**config.mk**
```make
export PLATFORM = sky130hd
export DESIGN_NAME = memory_stage
export DESIGN_NICKNAME = d
export VERILOG_FILES = /design/src/rtl/memory_stage.sv
export SDC_FILE = /design/constraint.sdc
export NUM_CORES = 1
export LEC_CHECK = 0
export CAP_MARGIN = 40
export CORE_AREA = 4 4 237 239
export CTS_BUF_LIST = sky130_fd_sc_hd__clkbuf_2
export CTS_CLUSTER_DIAMETER = 50
export DETAILED_ROUTE_END_ITERATION = 12
export DIE_AREA = 0 0 241 243
export RECOVER_POWER = 25
export SETUP_SLACK_MARGIN = 0.02
export SYNTH_ARGS = -nofsm -noshare
export SYNTH_HDL_FRONTEND = slang
export SYNTH_SLANG_ARGS = --single-unit
```
**constraint.sdc**
```tcl
create_clock -name clk -period 32 [get_ports clk]
set_input_delay 6.4 -clock clk [delete_from_list [all_inputs] [get_ports clk]]
set_output_delay 6.4 -clock clk [all_outputs]
set_load 0.01 [all_outputs]
```
**src/rtl/memory_stage.sv**
```systemverilog
// Memory pipeline stage: EX/MEM register plus a blocking data-memory handshake.
// Aligned loads/stores wait in REQ until mem_ack. Misaligned ops are flagged and skip the access.
module memory_stage #(
    parameter int N = 64
) (
    input  logic         clk,
    input  logic         reset,
    input  logic         valid_E,
    input  logic         Branch_E,
    input  logic         MemRead_E,
    input  logic         MemWrite_E,
    input  logic [N-1:0] aluResult_E,
    input  logic [N-1:0] writeData_E,
    input  logic [N-1:0] PCBranch_E,
    input  logic         zero_E,
    output logic         stall,
    output logic         mem_req,
    output logic         mem_we,
    output logic [N-1:0] mem_addr,
    output logic [N-1:0] mem_wdata,
    input  logic         mem_ack,
    input  logic [N-1:0] mem_rdata,
    output logic         valid_M,
    output logic [N-1:0] aluResult_M,
    output logic [N-1:0] readData_M,
    output logic [N-1:0] PCBranch_M,
    output logic         PCSrc_M,
    output logic         misaligned_M,
    output logic [31:0]  stall_count
);

    typedef enum logic [1:0] {IDLE, REQ, DONE} state_t;

    state_t       state_reg, state_next;
    logic         valid_reg, branch_reg, mem_read_reg, mem_write_reg, zero_reg;
    logic [N-1:0] alu_result_reg, write_data_reg, pc_branch_reg;
    logic [N-1:0] read_data_reg, read_data_next;
    logic [31:0]  stall_count_reg;
    logic         capture;
    logic         start_access;

    // The EX/MEM register loads whenever the stage is not waiting on memory.
    assign capture      = (state_reg != REQ);
    assign start_access = valid_E & (MemRead_E | MemWrite_E) & (aluResult_E[2:0] == 3'b000);

    always_comb begin
        state_next     = state_reg;
        read_data_next = read_data_reg;
        case (state_reg)
            REQ: begin
                if (mem_ack) begin
                    state_next = DONE;
                    if (mem_read_reg) begin
                        read_data_next = mem_rdata;
                    end
                end
            end
            default: begin
                state_next = start_access ? REQ : IDLE;
            end
        endcase
    end

    always_ff @(posedge clk or posedge reset) begin
        if (reset) begin
            state_reg     <= IDLE;
            read_data_reg <= '0;
        end else begin
            state_reg     <= state_next;
            read_data_reg <= read_data_next;
        end
    end

    always_ff @(posedge clk or posedge reset) begin
        if (reset) begin
            valid_reg      <= 1'b0;
            branch_reg     <= 1'b0;
            mem_read_reg   <= 1'b0;
            mem_write_reg  <= 1'b0;
            zero_reg       <= 1'b0;
            alu_result_reg <= '0;
            write_data_reg <= '0;
            pc_branch_reg  <= '0;
        end else if (capture) begin
            valid_reg      <= valid_E;
            branch_reg     <= Branch_E;
            mem_read_reg   <= MemRead_E;
            mem_write_reg  <= MemWrite_E;
            zero_reg       <= zero_E;
            alu_result_reg <= aluResult_E;
            write_data_reg <= writeData_E;
            pc_branch_reg  <= PCBranch_E;
        end
    end

    always_ff @(posedge clk or posedge reset) begin
        if (reset) begin
            stall_count_reg <= '0;
        end else if (stall && (stall_count_reg != 32'hFFFF_FFFF)) begin
            stall_count_reg <= stall_count_reg + 32'd1;
        end
    end

    assign stall        = (state_reg == REQ);
    assign mem_req      = (state_reg == REQ);
    assign mem_we       = mem_write_reg;
    assign mem_addr     = alu_result_reg;
    assign mem_wdata    = write_data_reg;
    assign valid_M      = valid_reg & (state_reg != REQ);
    assign aluResult_M  = alu_result_reg;
    assign readData_M   = read_data_reg;
    assign PCBranch_M   = pc_branch_reg;
    assign PCSrc_M      = valid_reg & branch_reg & zero_reg;
    // Only a valid memory op can fault; bubbles never raise the flag.
    assign misaligned_M = valid_reg & (mem_read_reg | mem_write_reg) & (alu_result_reg[2:0] != 3'b000);
    assign stall_count  = stall_count_reg;

endmodule

```
==> results of run 1 <==
-- worst paths after layout --
check | slack (ns) | cells past startpoint | endpoint | startpoint
max | 19.79 | 3 | stall | state_reg[1]
min | 0.47 | 2 | PCBranch_M[40] | PCBranch_M[40]
max reg2reg | 26.05 | 6 | readData_M[50] | state_reg[1]
min reg2reg | 0.47 | 2 | PCBranch_M[40] | PCBranch_M[40]
max in group asynchronous | 21.51 | 4 | PCBranch_M[53] | reset
min in group asynchronous | 7.34 | 2 | readData_M[0] | reset
-- worst min-delay path, cell delays in order, from the launching register on --
cell and delay, ns:
dfrtp_1 0.35, nand2_1 0.05, nand2_1 0.05
-- cells in the mapped netlist --
library cell,n
clkbuf_1,41
clkbuf_2,1
nor3_1,9
or3_1,1
a311o_1,1
ha_1,1
buf_4,65
nand4_4,1
buf_6,1
o31ai_1,2
buf_2,10
nor4_4,1
mux2_2,67
xor2_1,7
nand2b_1,2
nor4_1,5
nor2_1,13
nor4_2,1
a311oi_1,1
o211ai_1,1
and2_1,3
buf_1,4
xnor2_1,21
and4_1,2
inv_1,3
nand4_1,11
or2_2,1
dfrtp_1,295
or4_1,1
nand2_1,614
nor4b_1,1
and3_1,5
nand3_2,1
nand3_1,11
o21ai_0,2
nor3b_1,1
-- cell usage in the layout, fill, tap and decap left out, types with 2 or more instances in the layout --
cell type,instances
nand2_1,613
clkinv_2,5
nor2_1,13
clkinvlp_4,2
mux2_2,67
clkbuf_2,130
xnor2_1,21
clkinv_1,14
and3_1,5
o21ai_0,2
nor4_1,7
nand2b_1,2
diode_2,5
buf_16,3
o31ai_1,2
nand3_1,12
xor2_1,7
and2_1,2
nand4_1,11
dlygate4sd3_1,198
nor3_1,9
buf_4,9
clkinvlp_2,2
and4_1,2
dfrtp_1,295
clkdlybuf4s50_1,423
-- power groups by stage --
stage	logic, W	clock network [W]	registers (W)
after floorplan	0.0000723	0	0.000483
after global placement	0.000264	0	0.000462
after detailed placement	0.000267	0	0.000464
after CTS	0.000268	0.000290	0.000458
after global routing	0.000276	0.000309	0.000465
final	0.000258	0.000271	0.000457
-- layout make-up --
type / instances / area, sq um
clock inverters: 22 / 96.3
clock buffers: 129 / 646
inverters: 3 / 13.8
repair buffers: 635 / 6370
flip-flops and latches: 295 / 7380
well taps: 696 / 871
fillers: 5496 / 34600
diodes: 5 / 12.5
multi-input cells: 787 / 3770
-- routing by layer --
metal  vias up  wire, microns
met4         4           1070
li1       4968              -
met5         -             22
met3        78           3800
met1      4956          16100
met2       420          21400
-- kinds of logic after synthesis --
logic type | synth area share
adder cells (fa/ha/maj) | 0.00105
buffers and inverters | 0.0616
flip-flops | 0.620
AO/OA/AOI/OAI | 0.00431
multiplexers | 0.0633
AND/OR/NAND/NOR | 0.230
XOR/XNOR | 0.0206
-- through the flow --
| stage | instance area (sq um) | utilization | power, W | setup slack [ns] |
|---|---|---|---|---|
| 4_1_cts | 19200 | 0.357 | 0.00102 | 22.48 |
| 6_report | 19200 | 0.356 | 0.000987 | 19.79 |
| 3_3_place_gp | 18400 | 0.341 | 0.000726 | 22.81 |
| 5_1_grt | 19200 | 0.356 | 0.00105 | 19.10 |
| 2_1_floorplan | 11900 | - | 0.000556 | 17.45 |
| 3_5_place_dp | 18500 | 0.343 | 0.000731 | 22.79 |
==> metrics.md, run 1 <==
| Metric | Value |
|---|---|
| Status | `finished, violations left` |
| Violated checks | `max-capacitance violations, max-slew violations` |
| Drt first pass iters | `4` |
| Post-CTS Setup Bufs | `0` |
| Sequential share of the synthesized area | `0.620` |
| ANT nets after route | `0` |
| Port buffer count | `621` |
| Critical Path RT | `25.60 ns` |
| Cell Count, Final, Fillers Out | `2572` |
| Grt ovf | `0` |
| Fmax | `81.9 MHz` |
| First-pass GRT wire length | `64400 microns` |
| Pwr Density | `51.5 nW/um^2` |
| Logic gate share of total power | `0.261` |
| Worst-path fanout max | `62` |
| Mapped Cells | `1207` |
| Most area-hungry cell type in the Yosys netlist | `dfrtp_1` |
| Leak | `8.92 nW` |
| Setup TNS Final | `0 ns` |
| CTS tree | `done` |
| Crit Path Class | `reg2out` |
| Syn_nets | `1472` |
| Most crowded layer after global routing | `met2` |
| Seq cells post-synth | `295` |
| Worst-Margin Slew | `4.82 ns` |
| Switch share | `0.308` |
| Final net count | `2070` |
| Share of cells above drive strength 1 | `0.118` |
| Detailed placement HPWL | `31700 microns` |
| Placed insts | `2415` |
| Initial core utilization | `0.221` |
| GPL Wtd Cong | `0.820` |
| Relative slew slack | `-2.23` |
| Endpoints failing setup | `0` |
| YS warnings | `0` |
| Met2 usage | `0.243` |
| GR Util met3 | `0.0520` |
| Vias per cell | `4.05` |
| I/O pin cnt | `622` |
| Mean Syn Cell Area | `9.87 sq um` |
| Reg power frac | `0.463` |
| CP arrival | `5.81 ns` |
| DRC viols | `0` |
| First DRT Iteration DRCs | `410` |
| Max-slew violations | `231` |
| H-tree lvl count | `3` |
| Routed WL | `42500 microns` |
| Final Critical Period | `12.21 ns` |
| Syn Std Cell Area | `11900 sq um` |
| Die Ht | `243 microns` |
| CP Buf/Inv Count | `2` |
| Kind of end point of the critical path | `output pin` |
| Ranking of synthesized cells by area | `dfrtp_1 (62%), nand2_1 (19%), mux2_2 (6.3%)` |
| Initial antenna violation count | `7` |
| Vias in the first global route | `11200` |
| Clk slew on worst S/H paths | `0.09 ns` |
| Switch Pwr | `0.000304 W` |
| Final hold violation count | `0` |
| Max-Cap Viols | `3` |
| Crit-path cells | `nand2b_1 > clkinvlp_2 > clkdlybuf4s50_1` |
| Post-CTS Hold Fix Bufs | `0` |
| M1 GR Usage | `0.156` |
| Clock Latency Late Sink | `0.96 ns` |
| VDD IR-drop max | `0.0231 mV` |
| Clk pwr share | `0.275` |
| Unrepaired setup endpoints after global routing | `false` |
| Gr usage total | `0.141` |
| CP startpoint kind | `flip-flop` |
| Critical path's slowest cell | `clkinvlp_2` |
| Post-synth top area share | `0.620` |
| Synth cell types | `36` |
| Resized Gates After CTS | `0` |
| CP top delay family | `buffers and inverters` |
| TritonCTS sink count | `295` |
| Num rows | `85` |
| Slowest stage delay, CP | `1.99 ns` |
| Hold Slack | `0.472 ns` |
| CTS buffer count | `83` |
| P_int | `0.000683 W` |
| Layout area overhead | `60.9%` |
| Vias | `10400` |
| CORE AREA | `53800 sq um` |
| DIE AREA | `58600 sq um` |
| Routed len/inst | `16.5 microns` |
| Clock Tree Buf Depth | `3` |
| Min-Delay Path Class | `reg2reg` |
| Skew final | `0.0602 ns` |
| Tcrit/Tclk final | `0.382` |
| Die width | `241 microns` |
| Largest net degree at the start of global routing | `107` |
| Clock root buffer | `clkbuf_2` |
(Power assumes the default switching activity.)
==> run 2: changes to the inputs <==
- clock period: 32 -> 11.8 ns (I/O delays scaled with it)
==> metrics.md, run 2 (synthesis gave the netlist of run 1 again) <==
| Metric | Value |
|---|---|
| Post-CTS Hold Fix Bufs | `0 (unchanged)` |
| Largest net degree at the start of global routing | `107 (unchanged)` |
| Routed WL | `42400 microns (-0.19%)` |
| Final Critical Period | `6.39 ns` |
| TritonCTS sink count | `295 (unchanged)` |
| Port buffer count | `621 (unchanged)` |
| VDD IR-drop max | `0.0758 mV (+230%)` |
| Most common library cell in the layout ignoring fill and taps | `clkdlybuf4s50_1` |
| Slowest stage delay, CP | `2.64 ns (+0.65 ns)` |
| CTS buffer count | `85 (+2.4%)` |
| Leak | `8.88 nW (-0.45%)` |
| GPL Wtd Cong | `0.820 (about the same)` |
| Vias in the first global route | `11100 (-0.89%)` |
| Crit-path cells | `dlygate4sd3_1 > clkinvlp_2 > buf_4 > buf_4` |
| Worst-Margin Slew | `4.81 ns (-0.0126 ns)` |
| Clk slew on worst S/H paths | `0.09 ns (about the same)` |
| Clock Latency Late Sink | `1.00 ns (+0.04 ns)` |
| Crit Path Class | `in2async` |
| Num rows | `85 (unchanged)` |
| Layout area overhead | `61.0% (about the same)` |
| Die width | `241 microns (unchanged)` |
| Cell Count, Final, Fillers Out | `2571 (-0.039%)` |
| First DRT Iteration DRCs | `355 (-13%)` |
| Critical path's slowest cell | `clkinvlp_2` |
| Clock Tree Buf Depth | `3 (unchanged)` |
| Fill count | `5442 (-0.98%)` |
| Relative slew slack | `-2.22 (+0.00843)` |
| H-tree lvl count | `3 (unchanged)` |
| Critical Path RT | `12.75 ns (-12.85 ns)` |
| Grt ovf | `0 (unchanged)` |
| Pwr Density | `141 nW/um^2 (+170%)` |
| Unrepaired setup endpoints after global routing | `false` |
| CP arrival | `7.35 ns (+1.54 ns)` |
| Endpoints failing setup | `0 (unchanged)` |
| Placed insts | `2415 (unchanged)` |
| Drt first pass iters | `4 (unchanged)` |
| Final net count | `2071 (+0.048%)` |
| Final hold violation count | `0 (unchanged)` |
| Max-slew violations | `399 (+73%)` |
| DRC viols | `0 (unchanged)` |
| Skew final | `0.0594 ns (-0.000809 ns)` |
| Resized Gates After CTS | `0 (unchanged)` |
| Violated checks | `max-capacitance violations, max-slew violations` |
| DIE AREA | `58600 sq um (unchanged)` |
| Setup TNS Final | `0 ns (unchanged)` |
| Detailed placement HPWL | `31600 microns (-0.34%)` |
| Initial core utilization | `0.221 (unchanged)` |
| Commonest cells after routing, fill and taps aside | `clkdlybuf4s50_1 (620), nand2_1 (613), dfrtp_1 (295), clkbuf_2 (122), mux2_2 (67)` |
| DP Worst Slack | `6.65 ns (-16.14 ns)` |
| Share of cells above drive strength 1 | `0.116 (-0.00226)` |
| Cell mode on critical path | `buf_4` |
| Vias per cell | `4.04 (-0.43%)` |
| Routed len/inst | `16.5 microns (-0.15%)` |
| Fin worst setup slack | `5.41 ns (-14.38 ns)` |
| Max-Cap Viols | `5 (+2)` |
| Vias | `10400 (-0.47%)` |
| Status | `finished, violations left` |
| Min-Delay Path Class | `reg2reg` |
| CORE AREA | `53800 sq um (unchanged)` |
| ANT nets after route | `0 (unchanged)` |
| Worst-path fanout max | `106 (+71%)` |
| Clock root buffer | `clkbuf_2` |
| Gr usage total | `0.140 (-0.000713)` |
| Kind of end point of the critical path | `asynchronous set/reset pin` |
| Post-CTS Setup Bufs | `0 (unchanged)` |
| CTS tree | `done` |
| Initial antenna violation count | `2 (-5)` |
| Tot Pwr | `0.00271 W (+170%)` |
| Hold Slack | `0.469 ns (-0.00345 ns)` |
| Fmax | `156 MHz` |
| CP startpoint kind | `input pin` |
| Tcrit/Tclk final | `0.542` |
| First-pass GRT wire length | `64100 microns (-0.55%)` |
| Die Ht | `243 microns (unchanged)` |
| I/O pin cnt | `622 (unchanged)` |
-- run 2: changes by cell type in the layout (fill, tap and decap cells not counted), sizes merged --
| cell | before | now |
|---|---|---|
| clkinv | 19 | 26 |
| inv | 2 | 6 |
| buf | 12 | 9 |
| clkdlybuf4s50 | 423 | 620 |
| dlygate4sd3 | 198 | 1 |
| bufinv | 0 | 1 |
| clkbuf | 131 | 126 |
| diode | 5 | 2 |
| clkinvlp | 4 | 2 |
-- run 2: worst paths after layout --
kind	from	end	slack, ns	cells past startpoint
setup / recovery	reset	aluResult_M[27]	5.41	4
hold / removal	mem_wdata[16]	mem_wdata[16]	0.47	2
setup reg to reg	state_reg[1]	aluResult_M[37]	5.77	6
hold reg to reg	mem_wdata[16]	mem_wdata[16]	0.47	2
max in group clk	state_reg[1]	stall	5.42	3
min in group asynchronous	reset	readData_M[30]	3.27	2
-- run 2: area by class of cell --
| cell class | count | area [sq um] | share of cell area |
|---|---|---|---|
| well taps | 696 | 871 | 0.0454 |
| clock buffers | 122 | 611 | 0.0318 |
| clock inverters | 32 | 163 | 0.00848 |
| repair buffers | 634 | 6340 | 0.330 |
| flip-flops and latches | 295 | 7380 | 0.385 |
| inverters | 3 | 17.5 | 0.000913 |
| diodes | 2 | 5.00 | 0.000261 |
| multi-input cells | 787 | 3790 | 0.198 |
-- run 2: routing by layer --
metal	track usage	vias up	part of all wire
met5	0	-	0.00031
met4	0.0543	2	0.024
met3	0.0541	69	0.097
met2	0.245	423	0.51
met1	0.152	4917	0.37
li1	-	4966	-
-- run 2: report_power, final --
group          internal [W]  total (W)  switching, W
logic              0.000429   0.000714      0.000284
registers           0.00115    0.00124     0.0000904
clock network      0.000303   0.000760      0.000457
total               0.00188    0.00271      0.000832
-- run 2: critical path, delay by kind of cell --
| family | cells | cell delay (ns) |
|---|---|---|
| buffers and inverters | 4 | 4.86 |
-- run 2: through the flow --
| stage | utilization | area [sq um] |
|---|---|---|
| 2_1_floorplan | - | 11900 |
| 3_3_place_gp | 0.341 | 18400 |
| 3_5_place_dp | 0.343 | 18500 |
| 4_1_cts | 0.357 | 19200 |
| 5_1_grt | 0.356 | 19200 |
| 6_report | 0.356 | 19200 |
